File: src/rtl/vga_pattern_gen_if.sv
// Pixel bus between the VGA timing controller and the pattern generator.
// The controller sends the coordinate it will show two cycles from now, and the generator returns the pixel colour.
interface vga_pattern_gen_if;
  logic [10:0] px_h;
  logic [10:0] px_v;
  logic [11:0] px_data;

  modport master (output px_h, output px_v, input  px_data);
  modport slave  (input  px_h, input  px_v, output px_data);
endinterface

File: src/rtl/vga_pattern_gen.sv
// RGB444 test-pattern source with a fixed 2-cycle latency.
// Patterns: colour bars, checkerboard, bouncing box and gradient. The pattern and box position change only at frame ticks.
module vga_pattern_gen #(
  parameter int unsigned       H_ACTIVE  = 640,
  parameter int unsigned       V_ACTIVE  = 480,
  parameter int unsigned       BOX_SIZE  = 64,
  parameter int unsigned       SPEED     = 2,
  parameter int unsigned       CHK_LOG2  = 5,
  parameter logic [11:0]       BOX_COLOR = 12'hF80
) (
  input  logic                 px_clk,
  input  logic                 rst,
  vga_pattern_gen_if.slave     px,
  input  logic [1:0]           mode_sel,
  output logic [7:0]           frame_cnt
);

  typedef enum logic [1:0] {
    MODE_BARS  = 2'd0,
    MODE_CHECK = 2'd1,
    MODE_BOX   = 2'd2,
    MODE_GRAD  = 2'd3
  } mode_t;

  typedef struct packed {
    logic [10:0] pos;
    logic        neg;   // 1: moving toward 0
  } axis_t;

  localparam logic [10:0] BAR_W   = 11'(H_ACTIVE / 8);
  localparam logic [10:0] X_LIMIT = 11'(H_ACTIVE - BOX_SIZE);
  localparam logic [10:0] Y_LIMIT = 11'(V_ACTIVE - BOX_SIZE);
  localparam logic [10:0] STEP    = 11'(SPEED);
  localparam logic [10:0] BOX_W   = 11'(BOX_SIZE);

  // The box bounces off each wall and stays inside [0, limit].
  function automatic axis_t step_axis(input axis_t a, input logic [10:0] limit);
    axis_t       r;
    logic [10:0] nx;
    r  = a;
    nx = a.pos + STEP;
    if (!a.neg) begin
      if (nx >= limit) begin
        r.pos = limit;
        r.neg = 1'b1;
      end else begin
        r.pos = nx;
      end
    end else begin
      if (a.pos <= STEP) begin
        r.pos = '0;
        r.neg = 1'b0;
      end else begin
        r.pos = a.pos - STEP;
      end
    end
    return r;
  endfunction

  logic        tick;
  mode_t       mode_ff;
  axis_t       box_x, box_y;

  logic [10:0] s1_h, s1_v;
  logic        s1_active;
  mode_t       s1_mode;
  logic [11:0] colour;

  assign tick = (px.px_v == 11'(V_ACTIVE)) && (px.px_h == 11'd0);

  // Frame-rate state: the pattern, box position and frame counter change only at a tick.
  always_ff @(posedge px_clk or negedge rst) begin
    if (!rst) begin
      frame_cnt <= '0;
      mode_ff   <= MODE_BARS;
      box_x     <= '{pos: '0, neg: 1'b0};
      box_y     <= '{pos: '0, neg: 1'b0};
    end else if (tick) begin
      // NOTE: non-blocking updates let every frame register see the pre-tick values of the others.
      frame_cnt <= frame_cnt + 8'd1;
      mode_ff   <= mode_t'(mode_sel);
      box_x     <= step_axis(box_x, X_LIMIT);
      box_y     <= step_axis(box_y, Y_LIMIT);
    end
  end

  always_ff @(posedge px_clk or negedge rst) begin
    if (!rst) begin
      s1_h      <= '0;
      s1_v      <= '0;
      s1_active <= 1'b0;
      s1_mode   <= MODE_BARS;
    end else begin
      s1_h      <= px.px_h;
      s1_v      <= px.px_v;
      s1_active <= (px.px_h < 11'(H_ACTIVE)) && (px.px_v < 11'(V_ACTIVE));
      s1_mode   <= mode_ff;
    end
  end

  always_comb begin
    // NOTE: default first so that no path through the case leaves colour unassigned, which would infer a latch.
    colour = 12'h000;
    unique case (s1_mode)
      MODE_BARS: begin
        case (3'(s1_h / BAR_W))
          3'd0:    colour = 12'hFFF;
          3'd1:    colour = 12'hFF0;
          3'd2:    colour = 12'h0FF;
          3'd3:    colour = 12'h0F0;
          3'd4:    colour = 12'hF0F;
          3'd5:    colour = 12'hF00;
          3'd6:    colour = 12'h00F;
          default: colour = 12'h000;
        endcase
      end
      MODE_CHECK: colour = (s1_h[CHK_LOG2] ^ s1_v[CHK_LOG2]) ? 12'h000 : 12'hFFF;
      MODE_BOX: begin
        if (s1_h >= box_x.pos && s1_h < box_x.pos + BOX_W &&
            s1_v >= box_y.pos && s1_v < box_y.pos + BOX_W)
          colour = BOX_COLOR;
      end
      MODE_GRAD: colour = {s1_h[9:6], s1_v[8:5], frame_cnt[3:0]};
      default:   colour = 12'h000;
    endcase
    if (!s1_active) colour = 12'h000;
  end

  always_ff @(posedge px_clk or negedge rst) begin
    if (!rst) px.px_data <= '0;
    else      px.px_data <= colour;
  end

endmodule
File: src/flat_wrapper.sv
// flat-port wrapper written by rule: the top's interface ports become plain ports
module vga_pattern_gen_flat 
#(
  parameter int unsigned       H_ACTIVE  = 640,
  parameter int unsigned       V_ACTIVE  = 480,
  parameter int unsigned       BOX_SIZE  = 64,
  parameter int unsigned       SPEED     = 2,
  parameter int unsigned       CHK_LOG2  = 5,
  parameter logic [11:0]       BOX_COLOR = 12'hF80
)
  (px_clk, rst, mode_sel, frame_cnt, px_px_h, px_px_v, px_px_data);
  vga_pattern_gen_if px_i ();
  input  logic px_clk;
  input  logic rst;
  input  logic [1:0] mode_sel;
  output logic [7:0] frame_cnt;
  input wire logic [$bits(px_i.px_h)-1:0] px_px_h;
  input wire logic [$bits(px_i.px_v)-1:0] px_px_v;
  output wire logic [$bits(px_i.px_data)-1:0] px_px_data;
  assign px_i.px_h = px_px_h;
  assign px_i.px_v = px_px_v;
  assign px_px_data = px_i.px_data;
  vga_pattern_gen #(.H_ACTIVE(H_ACTIVE), .V_ACTIVE(V_ACTIVE), .BOX_SIZE(BOX_SIZE), .SPEED(SPEED), .CHK_LOG2(CHK_LOG2), .BOX_COLOR(BOX_COLOR)) u_core (.px_clk(px_clk), .rst(rst), .px(px_i), .mode_sel(mode_sel), .frame_cnt(frame_cnt));
endmodule
File: config.mk
export PLATFORM = sky130hd
export DESIGN_NAME = vga_pattern_gen_flat
export DESIGN_NICKNAME = d
export VERILOG_FILES = /design/src/rtl/vga_pattern_gen_if.sv /design/src/rtl/vga_pattern_gen.sv /design/src/flat_wrapper.sv
export SDC_FILE = /design/constraint.sdc
export NUM_CORES = 1
export LEC_CHECK = 0
export CAP_MARGIN = 40
export CORE_UTILIZATION = 40
export DETAILED_ROUTE_END_ITERATION = 6
export GPL_TIMING_DRIVEN = 0
export PLACE_DENSITY = 0.62
export SYNTH_ARGS = -nofsm -noshare
export SYNTH_HDL_FRONTEND = slang
export SYNTH_SLANG_ARGS = --single-unit
File: constraint.sdc
create_clock -name px_clk -period 2.65 [get_ports px_clk]
set_input_delay 0.53 -clock px_clk [delete_from_list [all_inputs] [get_ports px_clk]]
set_output_delay 0.53 -clock px_clk [all_outputs]
set_load 0.01 [all_outputs]
==> impl_metrics.yaml <==
pwr:
  cellPowerDensity_nw_per_um2: 389
  finalPower_uw: 2180
  leakage_uw: 0.00239
  ir_drop_uv: 236
floorplanning:
  start_util: 0.414
  num_io_pins: 46
  die_h_um: 108
  rows: 38
  die_w_um: 108
  fp.coreArea_sq_um: 10900
  dieArea_sq_um: 11700
detailed_routing:
  firstDrtPassIters: 6
  drt-initial-drc-count: 205
  remaining_drc_errors: 0
  antenna_left: 0
  avgViaCountPerCell: 5.72
  vias: 4081
  wl_per_cell_um: 16.8
  wirelength_um: 12000
placed_design:
  dp_hpwl_um: 9020
  io_buffers: 45
  place_congestion: 0.894
  place_area_sq_um: 5160
run_status:
  status: "finished clean"
sta:
  clock-skew-final_ns: 0.0146
  rsz0062_at_grt: "no"
  finalSetupViolCount: 0
  final_max_slew_viol_count: 0
  fin_crit_sh: 0.966
  layout_min_cycle_time_ns: 2.56
  timing_hold_violations_final: 0
  max_clock_freq_mhz: 390
  worstMarginPinSlew_ns: 0.744
  relSlewSlack: 0.498
grt:
  grt_start_max_net_pins: 49
  first_global_vias: 4023
  grt_usage: 0.218
  overflow: 0
  antenna_found_initial: 0
  grt_pass1_wl_um: 19700
synth:
  synth_cells: 495
  netlist_top_cells_count: "dfrtp_1, nand2_1, ha_1, inv_1, a21oi_1"
  synth.area.top_cells: "dfrtp_1, ha_1, nand2_1, xnor2_1, a21oi_1"
  synth_top_area_cell: "dfrtp_1"
  ys_seq_elements: 69
  ys_warn_count: 0
  synth_nets: 562
  seq_area_frac_synth: 0.383
  synth_edf_count: 0
  synth_top_area_share: 0.383
  avgSynthCellArea_sq_um: 9.10
  synth.most_common_cell: "dfrtp_1"
  synth-main-ff-cell: "dfrtp_1"
  async_flop_share: 1.00
  synthesis.area_sq_um: 4500
  synth.distinct_cells: 66
final_layout:
  num_antenna_cells: 0
  syn2layout_area_growth_pct: 24.4
  fin_util: 0.515
  drive_above_1_share: 0.126
  final_area_sq_um: 5600
  fillers: 1032
  nNetsFinal: 635
critical_path:
  cp.required_ns: 2.90
  critPathCaptureType: "flop"
  cp_max_fo: 6
  cp.arrival_ns: 2.81
  crit_path_start_kind: "input pin"
  timing.setup.critical_path_class: "input pin to flop"
clocking:
  clkTransAtPathRegs_ns: 0.10
  htreeDepth: 3
  clockBufferDepth: 2
  cts_tree: "built"
  cts_buffers: 9
  clkSinkCount: 69
  clock_latency_ns: 0.36
  cts-root-buf: "clkbuf_8"
  hold_buffers: 0
hold_path:
  hp-class: "input pin to asynchronous set/reset pin"
job:
  drv_cap: 0
power breakdown:
| group | internal (uW) | total (uW) | leakage, uW | switching, uW |
|---|---|---|---|---|
| clock network | 375 | 881 | 0.000102 | 507 |
| registers | 1070 | 1090 | 0.000876 | 20.9 |
| logic | 96.3 | 203 | 0.00141 | 106 |
| total | 1550 | 2180 | 0.00239 | 634 |
cells in the final DEF, fill, tap and decap left out, types with 3 or more instances in the layout:
master           Yosys  final
nand2_1             64     64
o2111ai_1            3      3
o21ai_0             22     21
nand2b_1             3      3
a22o_1               4      4
and3_1               8      8
nor2b_1              6      6
clkbuf_8             0      9
dfrtp_2              0      3
o41a_1               3      3
clkbuf_2             0      3
clkdlybuf4s50_1      0     40
dfrtp_1             69     66
dlymetal6s2s_1       0      4
a21oi_1             28     28
o221ai_1             8      8
o211ai_1            11     11
nand4_1              9      9
clkbuf_1             9      6
buf_4                1     16
o21a_1               6      6
nor2_1              26     26
a31oi_1             13     12
nor4_1               5      5
or3_1                7      6
mux2_2               3      3
a21o_1               3      3
nand3_1             20     20
o22ai_1              3      3
ha_1                41     39
xor2_1               3      3
xnor2_1             21     21
and2_1               3      3
buf_2                5      4
nor3_1              12     11
inv_1               29     29
inv_8                0      4
registers in the layout (all words and copies together) (netlist names):
signal,flops
u_core.frame_cnt,8
u_core.box_x,11
u_core.box_y,11
u_core.s1_h,11
u_core.s1_active,1
u_core.px.px_data,12
u_core.mode_ff,2
u_core.s1_v,11
u_core.s1_mode,2
worst paths after layout:
check	startpoint	endpoint	slack, ns	cells after the start
worst max-delay path	px_px_h[7]	u_core.box_x[9]$_DFFE_PN0P_	0.09	9
max in group asynchronous	rst	u_core.s1_v[4]$_DFF_PN0_	2.05	2
worst min register to register	u_core.mode_ff[0]$_DFFE_PN0P_	u_core.s1_mode[0]$_DFF_PN0_	0.39	0
worst min-delay path	rst	u_core.frame_cnt[7]$_DFFE_PN0P_	0.05	1
worst max register to register	u_core.box_y[8]$_DFFE_PN0P_	u_core.box_y[5]$_DFFE_PN0P_	0.14	6
min in group px_clk	px_px_h[1]	u_core.s1_h[1]$_DFF_PN0_	0.31	1
stage by stage:
step | setup WS (ns) | hold WS [ns] | std cells | TNS (ns)
6_report | 0.0892 | 0.0513 | 713 | 0
5_1_grt | 0.0138 | 0.0555 | 713 | 0
4_1_cts | 0.00441 | 0.0587 | 702 | 0
3_5_place_dp | -0.641 | 0.363 | 682 | -15.30
3_3_place_gp | -1.36 | 0.360 | 680 | -107.63
2_1_floorplan | 0.160 | 0.234 | 495 | 0
cells by family (layout without fill, tap and decap cells):
logic type	count (synthesis)	count (layout)	synth area share
compound gates	131	131	0.201
xor+xnor	24	24	0.0467
fa+ha+maj	41	41	0.114
buf+inv	46	124	0.0422
flops	69	69	0.383
mux	4	4	0.00972
simple gates	180	180	0.203
layer usage:
| layer | track usage | share of wire | up-vias |
|---|---|---|---|
| met5 | 0 | 0 | - |
| met4 | 0.0587 | 0.018 | 0 |
| met3 | 0.0386 | 0.053 | 20 |
| met2 | 0.363 | 0.47 | 116 |
| met1 | 0.292 | 0.46 | 1955 |
| li1 | - | - | 1990 |
timing repair:
item / in CTS / in global routing
buffers inserted: 4 / 11
gates resized for setup: 7 / 31
gates cloned: 0 / 0
pin swaps: 3 / 8
endpoints found under the setup margin: 28 / 20
worst max-delay path, cell delays in order:
cell and delay, ns:
clkdlybuf4s50_1 0.41, or2_2 0.36, or4_4 0.54, or3_4 0.36
buf_12 0.15, buf_6 0.13, nor4_1 0.17, a21oi_1 0.07
o31ai_1 0.07
layout make-up:
cell class                      instances  area [sq um]  area share
Tap cell                              140           175      0.0313
Timing Repair Buffer                   62           607       0.108
Buffer                                 16           103      0.0183
Inverter                               30           113      0.0201
Clock inverter                          7          71.3      0.0127
Multi-Input combinational cell        380          2680       0.478
Sequential cell                        69          1730       0.309
Clock buffer                            9           124      0.0221
(Power assumes the default switching activity.)
